<file path="src/rtl/spi_slave_pkg.sv">
// spi_slave_pkg
// Shared definitions for the SPI responder: the frame state encoding,
// register offsets within the bus window, and bit positions inside the
// status register.
// No ports (package).

package spi_slave_pkg;

   typedef enum logic [1:0] {
      idle_e,
      shift_e,
      done_e
   } state_t;

   // Register offsets relative to BaseAddress
   localparam int Write_Byte = 0;
   localparam int Read_Byte  = 1;
   localparam int Status     = 2;
   localparam int Control    = 3;

   // Bit positions inside the status register
   localparam int StatusBusyBit    = 0;
   localparam int StatusRxValidBit = 1;
   localparam int StatusOverrunBit = 2;

endpackage

</file>
<file path="src/rtl/spi_slave_sync_edge_detect.sv">
// sync_edge_detect
// Brings an asynchronous pin into the system clock domain through two
// flops, then compares against one further delayed copy to produce
// single-cycle rise and fall pulses.  A pin transition appears as a pulse
// that the consumer acts on three clock edges later.
// Ports:
//   i_clk    system clock
//   i_reset  synchronous active-high reset
//   i_async  asynchronous input pin
//   o_rise   one-cycle pulse on a synchronized 0->1 transition
//   o_fall   one-cycle pulse on a synchronized 1->0 transition

module sync_edge_detect #(
   parameter logic ResetLevel = 1'b0
) (
   input  logic i_clk,
   input  logic i_reset,
   input  logic i_async,
   output logic o_rise,
   output logic o_fall
);

   logic [1:0] r_sync;
   logic       r_prev;

   // Resetting to the pin's idle level keeps reset from fabricating an
   // edge when the pin is sitting at its inactive value.
   always_ff @(posedge i_clk) begin
      if (i_reset) begin
         r_sync <= {2{ResetLevel}};
         r_prev <= ResetLevel;
      end else begin
         r_sync <= {r_sync[0], i_async};
         r_prev <= r_sync[1];
      end
   end

   assign o_rise = r_sync[1] & ~r_prev;
   assign o_fall = ~r_sync[1] & r_prev;

endmodule

</file>
<file path="src/rtl/spi_slave.sv">
// spi_slave
// Memory-mapped SPI mode-0 responder.  The CPU stages a TX word bytewise,
// an external master clocks it out on MISO while MOSI is captured into an
// RX word, and the CPU reads the captured word back bytewise.
// Build option: define SPI_SLAVE_CS_EN to add the spi_cs_n_i port and
// frame on chip-select edges; without it, frames are delimited by bit
// count and an idle timeout aborts partial frames.
// Ports:
//   clk_i       system clock
//   reset_i     synchronous active-high reset
//   address_i   register address
//   data_i      write data
//   data_o      registered read data
//   rd_wr_i     1 = write, 0 = read
//   spi_clk_i   asynchronous SCLK
//   spi_mosi_i  asynchronous MOSI
//   spi_cs_n_i  asynchronous active-low select (SPI_SLAVE_CS_EN only)
//   spi_miso_o  registered MISO

module spi_slave
   import spi_slave_pkg::*;
#(
   parameter int BaseAddress         = 0,
   parameter int BytesPerTransaction = 1,
   parameter int TimeoutCycles       = 1024,
   parameter int address_width       = 16,
   parameter int data_width          = 8
) (
   input  logic                     clk_i,
   input  logic                     reset_i,
   input  logic [address_width-1:0] address_i,
   input  logic [data_width-1:0]    data_i,
   output logic [data_width-1:0]    data_o,
   input  logic                     rd_wr_i,
   input  logic                     spi_clk_i,
   input  logic                     spi_mosi_i,
`ifdef SPI_SLAVE_CS_EN
   input  logic                     spi_cs_n_i,
`endif
   output logic                     spi_miso_o
);

   localparam int N      = 8 * BytesPerTransaction;
   localparam int CountW = $clog2(N + 1);

   state_t r_state;
   state_t w_nextState;

   logic [N-1:0]      r_txData;
   logic [N-1:0]      r_txShift;
   logic [N-1:0]      r_rxShift;
   logic [N-1:0]      r_rxCopy;
   logic [N-1:0]      w_txNext;
   logic [CountW-1:0] r_bitCount;
   logic              r_rxValid;
   logic              r_overrun;
   logic [1:0]        r_mosiSync;

   logic w_sclkRise;
   logic w_sclkFall;
   logic w_frameStart;
   logic w_abort;
   logic w_sample;
   logic w_shiftTx;
   logic w_done;
   logic w_busy;

   logic w_wrByte;
   logic w_wrControl;
   logic w_rdByte;
   logic w_rdStatus;
   logic [7:0]            w_status;
   logic [data_width-1:0] w_readData;

   sync_edge_detect #(.ResetLevel(1'b0)) u_sclkSync (
      .i_clk   (clk_i),
      .i_reset (reset_i),
      .i_async (spi_clk_i),
      .o_rise  (w_sclkRise),
      .o_fall  (w_sclkFall)
   );

   // MOSI only needs a level, taken from the same synchronizer depth as
   // SCLK so the sampled bit lines up with the detected rising edge.
   always_ff @(posedge clk_i) begin
      if (reset_i) begin
         r_mosiSync <= 2'b00;
      end else begin
         r_mosiSync <= {r_mosiSync[0], spi_mosi_i};
      end
   end

`ifdef SPI_SLAVE_CS_EN
   logic w_csRise;
   logic w_csFall;

   sync_edge_detect #(.ResetLevel(1'b1)) u_csSync (
      .i_clk   (clk_i),
      .i_reset (reset_i),
      .i_async (spi_cs_n_i),
      .o_rise  (w_csRise),
      .o_fall  (w_csFall)
   );

   assign w_frameStart = w_csFall;
   assign w_abort      = w_csRise;
`else
   localparam int TimerW = $clog2(TimeoutCycles) + 1;

   logic [TimerW-1:0] r_timer;
   logic              w_timeout;

   // Counts clocks since the last SCLK edge while a frame is open; a
   // master that stalls mid-frame is assumed gone and the frame dropped.
   always_ff @(posedge clk_i) begin
      if (reset_i) begin
         r_timer <= '0;
      end else if (r_state != shift_e || w_sclkRise || w_sclkFall) begin
         r_timer <= '0;
      end else if (!w_timeout) begin
         r_timer <= r_timer + 1'b1;
      end
   end

   assign w_timeout    = (r_timer == TimerW'(TimeoutCycles));
   assign w_frameStart = w_sclkRise;
   assign w_abort      = w_timeout;
`endif

   // Register decode; the bus has no strobe, so idle cycles must park the
   // address outside the window.
   assign w_wrByte    = rd_wr_i  && (address_i == address_width'(BaseAddress + Write_Byte));
   assign w_wrControl = rd_wr_i  && (address_i == address_width'(BaseAddress + Control));
   assign w_rdByte    = !rd_wr_i && (address_i == address_width'(BaseAddress + Read_Byte));
   assign w_rdStatus  = !rd_wr_i && (address_i == address_width'(BaseAddress + Status));

   // Staging shifts bytes in from the right; a single-byte frame simply
   // replaces the word.
   if (BytesPerTransaction == 1) begin : g_singleByte
      assign w_txNext = data_i[7:0];
   end else begin : g_multiByte
      assign w_txNext = {r_txData[N-9:0], data_i[7:0]};
   end

   // Frame state register.
   always_ff @(posedge clk_i) begin
      if (reset_i) begin
         r_state <= idle_e;
      end else begin
         r_state <= w_nextState;
      end
   end

   // Frame sequencing.  Without chip select, the rising edge that opens a
   // frame is also its first data bit, so it is sampled in idle.
   always_comb begin
      w_nextState = r_state;
      w_sample    = 1'b0;
      w_shiftTx   = 1'b0;
      w_done      = 1'b0;
      case (r_state)
         idle_e: begin
            if (w_frameStart) begin
               w_nextState = shift_e;
`ifndef SPI_SLAVE_CS_EN
               w_sample    = 1'b1;
`endif
            end
         end
         shift_e: begin
            if (w_abort) begin
               w_nextState = idle_e;
            end else begin
               if (w_sclkRise) begin
                  w_sample = 1'b1;
                  if (r_bitCount == CountW'(N - 1)) begin
                     w_nextState = done_e;
                  end
               end
               if (w_sclkFall) begin
                  w_shiftTx = 1'b1;
               end
            end
         end
         done_e: begin
            w_done      = 1'b1;
            w_nextState = idle_e;
         end
         default: begin
            w_nextState = idle_e;
         end
      endcase
   end

   assign w_busy = (r_state != idle_e);

   // Read mux feeding the registered data_o.
   always_comb begin
      w_status                   = 8'h00;
      w_status[StatusBusyBit]    = w_busy;
      w_status[StatusRxValidBit] = r_rxValid;
      w_status[StatusOverrunBit] = r_overrun;
      w_readData                 = '0;
      if (w_rdByte) begin
         w_readData = data_width'(r_rxCopy[N-1 -: 8]);
      end else if (w_rdStatus) begin
         w_readData = data_width'(w_status);
      end
   end

   // Datapath.  Outside a frame the TX shifter tracks staging so the first
   // MISO bit is already present before the first rising edge; once the
   // frame opens, staging writes no longer reach the shifter.  A staging
   // write landing in the completion cycle takes priority over the clear.
   // A Read_Byte in the completion cycle returns the old byte while the
   // copy picks up the new word.
   always_ff @(posedge clk_i) begin
      if (reset_i) begin
         r_txData   <= '0;
         r_txShift  <= '0;
         r_rxShift  <= '0;
         r_rxCopy   <= '0;
         r_bitCount <= '0;
         r_rxValid  <= 1'b0;
         r_overrun  <= 1'b0;
         spi_miso_o <= 1'b0;
         data_o     <= '0;
      end else begin
         data_o <= w_readData;

         if (w_wrByte) begin
            r_txData <= w_txNext;
         end else if (w_done) begin
            r_txData <= '0;
         end

         if (r_state == idle_e) begin
            r_txShift  <= r_txData;
            spi_miso_o <= r_txData[N-1];
         end else begin
            if (w_shiftTx) begin
               r_txShift <= r_txShift << 1;
            end
            spi_miso_o <= r_txShift[N-1];
         end

         if (r_state == shift_e && w_abort) begin
            r_rxShift <= '0;
         end else if (w_sample) begin
            r_rxShift <= {r_rxShift[N-2:0], r_mosiSync[1]};
         end

         if (w_sample) begin
            r_bitCount <= r_bitCount + 1'b1;
         end else if (r_state != shift_e) begin
            r_bitCount <= '0;
         end

         if (w_done) begin
            r_rxCopy  <= r_rxShift;
            r_overrun <= r_rxValid;
            r_rxValid <= 1'b1;
         end else if (w_rdByte) begin
            r_rxCopy  <= r_rxCopy << 8;
            r_rxValid <= 1'b0;
         end else if (w_wrControl && data_i[0]) begin
            r_overrun <= 1'b0;
            r_rxValid <= 1'b0;
         end
      end
   end

endmodule

</file>
<file path="config.mk">
export PLATFORM = sky130hd
export DESIGN_NAME = spi_slave
export DESIGN_NICKNAME = d
export VERILOG_FILES = /design/src/rtl/spi_slave_pkg.sv /design/src/rtl/spi_slave_sync_edge_detect.sv /design/src/rtl/spi_slave.sv
export SDC_FILE = /design/constraint.sdc
export NUM_CORES = 1
export LEC_CHECK = 0
export CORE_UTILIZATION = 50
export CTS_BUF_LIST = sky130_fd_sc_hd__clkbuf_8
export DETAILED_ROUTE_END_ITERATION = 8
export HOLD_SLACK_MARGIN = 0.12
export PLACE_DENSITY_LB_ADDON = 0.05
export SETUP_SLACK_MARGIN = 0.05
export SYNTH_ARGS = -nofsm -noshare
export SYNTH_HDL_FRONTEND = slang
export SYNTH_HIERARCHICAL = 1
export SYNTH_SLANG_ARGS = --single-unit
</file>
<file path="constraint.sdc">
create_clock -name clk_i -period 4.8 [get_ports clk_i]
set_input_delay 0.96 -clock clk_i [delete_from_list [all_inputs] [get_ports clk_i]]
set_output_delay 0.96 -clock clk_i [all_outputs]
set_load 0.01 [all_outputs]
</file>
==> qor.csv, run 1 <==
metric,value,unit
H-tree depth,3,
IO buf count,37,
Worst slew margin,39.23,%
"Seq/Total Area, Yosys",46.59,%
Peak supply drop,0.0002535,V
clk slew on worst S/H paths,70,ps
post-route ant nets,0,
Final Skew,9.311,ps
latest clock arrival within the worst-skew pair,340,ps
dpl cell area,3167,um^2
Final period util,59.52,%
layout cells sized above 1,11.61,%
Total GRT Usage,21.69,%
Reg2Reg Depth,6,
"Top FF cell, synth",dfxtp_1,
Yosys cell types,48,
Bufs on Longest Clock Path,2,
dominant cells by area after synthesis,"dfxtp_1 (47%), a21oi_1 (3.9%), nor2_1 (3.8%)",
Post-synth EDFFs,0,
starting density of the core,53.32,%
die height,76.74,um
worst hold path depth,1,
Mapped Cells,302,
Final Max Slew Viols,0,
"wirelength, routed",5.820,mm
number of synthesized register bits,65,
Final Hold Viols,0,
origin of the critical flop-to-flop path,r_timer[0],
Crit Path Class,in2reg,
CTS Buf Count,9,
CTS Sinks,65,
global-route wire length before repair,9.991,mm
Post CTS Setup Buffer Count,0,
multi-input combinational cell area,1381,um^2
internal reg-to-reg setup slack,2650,ps
setup tns final,0,ps
Slew @ Worst Pin,908.2,ps
wire length per cell,14.33,um
proportion of netlist area held by the largest area contributor,46.59,%
Place WS,1621,ps
reg2reg end,r_rxShift[2],
largest net degree at the start of global routing,27,
"area leader, netlist",dfxtp_1,
"Max FO, Critical Path",11,
CP required,5080,ps
I/O Pins,38,
Post-CTS Hold Buffers,0,
Fillers,457,
Antenna diodes,0,
Via density,5.599,
RSZ-0062 raised after global routing,false,
Die W,76.74,um
Pre-antenna DRT Iters,4,
CTS root buf,clkbuf_8,
Power Dens Cells,323.5,nW/um^2
Max Cap Viol,0,
Lkg Pwr,0.001106,uW
syn_nets,334,
drt drc,0,
Mapped Avg Cell Area,9.247,um^2
RePlAce Congestion,0.7525,
Max Freq,350.0,MHz
detailed placement HPWL,4.121,mm
CTS tree,built,
"Async S/R FF share, synth",0,%
WP data arrival,3140,ps
CTS resizes,0,
die area,5888,um^2
grt ovf,0,
DR vias,2273,
Synth Warn #,6,
vias in the first global route,2072,
outcome,"finished, final reports clean",
initial antenna violation count,0,
DRT iter0 DRCs,104,
FP Rows,26,
CP Capture Type,flip-flop,
Reg area,1301,um^2
worst setup margin,1943,ps
Hold WC Path Type,reg2reg,
final setup vio count,0,
Layout area overhead,21.01,%
min Tclk post-route,2857,ps
Mapped Area,2793,um^2
core area,5238,um^2
Hold EP,u_sclkSync/r_sync[1],
hold path startpoint,u_sclkSync/r_sync[0],
fin nets,363,
design area,3379,um^2
startpoint types,input pin,
[cell type report]
type | count | area share, %
Sequential cell | 65 | 38.50
Timing Repair Buffer | 38 | 11.18
Multi-Input combinational cell | 212 | 40.87
Clock inverter | 5 | 1.814
Tap cell | 70 | 2.592
Clock buffer | 11 | 4.480
Inverter | 5 | 0.5554
[per-stage QoR]
stage | util [%] | hold WS [ps] | total power (uW) | instances
4_1_cts | 64.52 | 448.4 | 1104 | 406
5_1_grt | 64.52 | 464.9 | 1138 | 406
3_3_place_gp | 60.46 | 419.4 | 616.8 | 390
3_5_place_dp | 60.46 | 436.2 | 617.6 | 390
2_1_floorplan | - | 413.8 | 586.8 | 302
6_report | 64.52 | 445.2 | 1093 | 406
[worst max-delay path, cell delays in order]
cell and delay [ps]:
clkdlybuf4s50_1 400, nor4_1 440, nand4_1 470, nor4_2 620
a22o_1 250
[layout by cell type (no fill, tap or decap), types with 6 or more instances in the layout]
cell type	n
clkbuf_8	11
nand4_1	7
nor3_1	8
and2_1	6
o221a_2	7
nand3_2	6
nor2_1	28
a21oi_1	22
nor2b_1	12
clkdlybuf4s50_1	37
o311ai_0	7
o211ai_1	9
nand3_1	16
nand2_1	22
dfxtp_1	65
xnor2_1	7
mux2i_1	6
[flip-flops by register name, summed over array words and instances, names as in the netlist]
| name | flops |
|---|---|
| r_overrun | 1 |
| u_sclkSync/r_prev | 1 |
| u_sclkSync/r_sync | 2 |
| r_rxShift | 8 |
| spi_miso_o | 1 |
| r_mosiSync | 2 |
| data_o | 8 |
| r_rxValid | 1 |
| r_rxCopy | 8 |
| r_txData | 8 |
| r_timer | 11 |
| r_txShift | 8 |
| r_bitCount | 4 |
| r_state | 2 |
[layer usage]
layer	track usage (%)	vias up	wire length [um]
li1	-	1157	-
met1	29.46	1078	2876
met2	31.79	31	2694
met3	7.500	7	180
met4	7.500	0	68
met5	0	-	0
[how the worst max path moves through the flow]
stage | from | to | cells past startpoint
global route | address_i[5] | data_o[0] | 5
detailed placement | address_i[5] | data_o[2] | 5
finish | address_i[5] | data_o[0] | 5
global placement | address_i[8] | data_o[2] | 5
floorplan | address_i[8] | data_o[0] | 4
CTS | address_i[5] | data_o[0] | 5
[cell families (layout without fill, tap and decap cells)]
kind of cell    after synthesis  count (layout)  share of synthesized area, %
buf+inv                      25              59                         3.942
fa+ha+maj                     3               3                         1.344
xor+xnor                      9               9                         2.823
simple gates                131             131                         26.39
compound gates               63              63                         16.76
flops                        65              65                         46.60
mux                           6               6                         2.151
[synth_stat cells, types with 3 or more instances]
library cell,number
dfxtp_1,65
nand2b_1,5
buf_2,3
ha_1,3
o211ai_1,9
nor2_1,28
nor4_1,5
inv_1,5
xnor2_1,7
and2_1,6
nor2b_1,12
a22o_1,5
a21oi_1,22
mux2i_1,6
nand2_1,22
o221a_2,7
clkbuf_1,12
nand3_1,16
nand4_1,7
nand3_2,6
o21ai_0,3
nor3_1,8
o311ai_0,7
[power by group]
part | total (uW) | switching, uW | internal, uW
clock | 488 | 216 | 272
combinational | 58.0 | 28.1 | 29.9
sequential | 547 | 3.45 | 544
No activity file was read; power rests on OpenSTA's default activity.
==> run 2: changes to the inputs <==
==> constraint.sdc (replaced) <==
create_clock -name clk_i -period 2.49 [get_ports clk_i]
set_input_delay 0.498 -clock clk_i [delete_from_list [all_inputs] [get_ports clk_i]]
set_output_delay 0.498 -clock clk_i [all_outputs]
set_load 0.01 [all_outputs]
==> run 2 against run 1 <==
Sequential share of layout area shrank 0.73 points. Critical path depth shrank 1. Design area grew 1.9%. Die area is the same. Non-clock buffer count grew 9. Core utilization grew 1.2 points. Flip-flop and latch count is the same. Sequential power grew 94%. Total power grew 94%. Final cell count grew 2.0%. Clock skew shrank 3.4 ps. Clock-buffer cell count shrank 1. Largest cell class unchanged. Largest power group unchanged. Highest routed layer unchanged.
==> qor.csv, run 2 (synthesis gave the netlist of run 1 again) <==
metric,value,unit,change
outcome,"finished, final reports clean",,
Max Cap Viol,0,,unchanged
"Max FO, Critical Path",7,,-4
Reg area,1301,um^2,unchanged
wire length per cell,13.86,um,-3.3%
max reg flops,11,,unchanged
multi-input combinational cell area,1381,um^2,unchanged
Via density,5.514,,-1.5%
RePlAce Congestion,0.7817,,+3.9%
clk slew on worst S/H paths,60,ps,about the same
detailed placement HPWL,4.016,mm,-2.5%
H-tree depth,3,,unchanged
Post-CTS Hold Buffers,0,,unchanged
FP Rows,26,,unchanged
"wirelength, routed",5.739,mm,-1.4%
DR vias,2283,,+0.44%
Place WS,248.1,ps,-1372 ps
CTS Sinks,65,,unchanged
initial antenna violation count,0,,unchanged
Lkg Pwr,0.001153,uW,+4.3%
Bufs on Longest Clock Path,2,,unchanged
Fillers,461,,+0.88%
die area,5888,um^2,unchanged
CTS tree,built,,
largest net degree at the start of global routing,23,,-15%
Max Freq,511.2,MHz,
CP required,2770,ps,-2310 ps
Pre-antenna DRT Iters,4,,unchanged
latest clock arrival within the worst-skew pair,330,ps,about the same
startpoint types,flip-flop,,
Post CTS Setup Buffer Count,0,,unchanged
Peak supply drop,0.0002977,V,+17%
Layout area overhead,23.34,%,
Power Dens Cells,614.9,nW/um^2,+90%
Worst slew margin,58.13,%,+19 points
final setup vio count,0,,unchanged
IO buf count,37,,unchanged
Total GRT Usage,20.66,%,-1.0 points
Final Hold Viols,0,,unchanged
"commonest non-fill, non-tap cells in the layout","dfxtp_1 (65), clkdlybuf4s50_1 (37), nor2_1 (28)",,
core area,5238,um^2,unchanged
grt ovf,0,,unchanged
Power Total,2118,uW,+94%
slowest CP cell,nor4_1,,
Slew @ Worst Pin,622.4,ps,-285.9 ps
starting density of the core,53.32,%,unchanged
Die W,76.74,um,unchanged
crit-path cells,nor4_1 > nand3_1 > a211oi_2 > a22o_1,,
CTS root buf,clkbuf_8,,
drt drc,0,,unchanged
Hold WC Path Type,reg2reg,,
global-route wire length before repair,9.515,mm,-4.8%
DRT iter0 DRCs,122,,+17%
"most common cell after layout, fill and taps aside",dfxtp_1,,
CTS Buf Count,9,,unchanged
Final Max Slew Viols,0,,unchanged
min Tclk post-route,1956,ps,
layout cells sized above 1,13.08,%,+1.5 points
Final period util,78.56,%,
RSZ-0062 raised after global routing,false,,
post-route ant nets,0,,unchanged
I/O Pins,38,,unchanged
Top reg by flops,r_timer,,
Crit Path Class,reg2reg,,
Antenna diodes,0,,unchanged
fin nets,372,,+2.5%
worst setup margin,533.9,ps,-1409 ps
Final Skew,5.864,ps,-3.447 ps
vias in the first global route,2025,,-2.3%
CP Capture Type,flip-flop,,
CTS resizes,0,,unchanged
Max stage delay on crit path,590,ps,-30 ps
setup tns final,0,ps,unchanged
die height,76.74,um,unchanged
WP data arrival,2230,ps,-910 ps
## run 2: final timing paths
kind                                           start              endpoint  slack (ps)  depth (start not counted)
worst max register to register            r_timer[2]         r_bitCount[0]         530                          4
worst max-delay path                      r_timer[2]         r_bitCount[0]         530                          4
worst min-delay path            u_sclkSync/r_sync[0]  u_sclkSync/r_sync[1]         440                          1
worst min register to register  u_sclkSync/r_sync[0]  u_sclkSync/r_sync[1]         440                          1
## run 2: layout make-up
type,instances,area share (%)
multi-input combinational,212,40.10
sequential,65,37.78
timing repair buffer,47,12.93
clock buffer,10,3.996
tap,70,2.543
clock inverter,5,2.107
inverter,5,0.5449
## run 2: critical path, delay by kind of cell, from the launching register on
family | cells | cell delay (ps)
AND/OR/NAND/NOR | 2 | 940
AO/OA/AOI/OAI | 2 | 610
flip-flops | 1 | 360
## run 2: report_power, final
part / switching (uW) / total [uW] / internal, uW
clock network: 371 / 948 / 577
registers: 6.69 / 1060 / 1050
logic: 53.5 / 115 / 61.0
total: 432 / 2120 / 1690
## run 2: per-layer routing
layer | vias to the layer above | wire [um] | GRT usage, %
met2 | 34 | 2746 | 30.71
met4 | 0 | 78 | 11.35
met3 | 8 | 143 | 3.810
li1 | 1175 | - | -
met1 | 1066 | 2771 | 28.17
met5 | - | 0 | 0
## run 2: per-stage QoR
stage | cell area (um^2) | hold slack, ps | cells | utilization (%)
after floorplan | 2793 | 413.8 | 302 | -
after global placement | 3234 | 416.9 | 399 | 61.75
after detailed placement | 3234 | 436.0 | 399 | 61.75
after CTS | 3445 | 450.7 | 414 | 65.77
after global routing | 3445 | 475.5 | 414 | 65.77
final | 3445 | 439.5 | 414 | 65.77
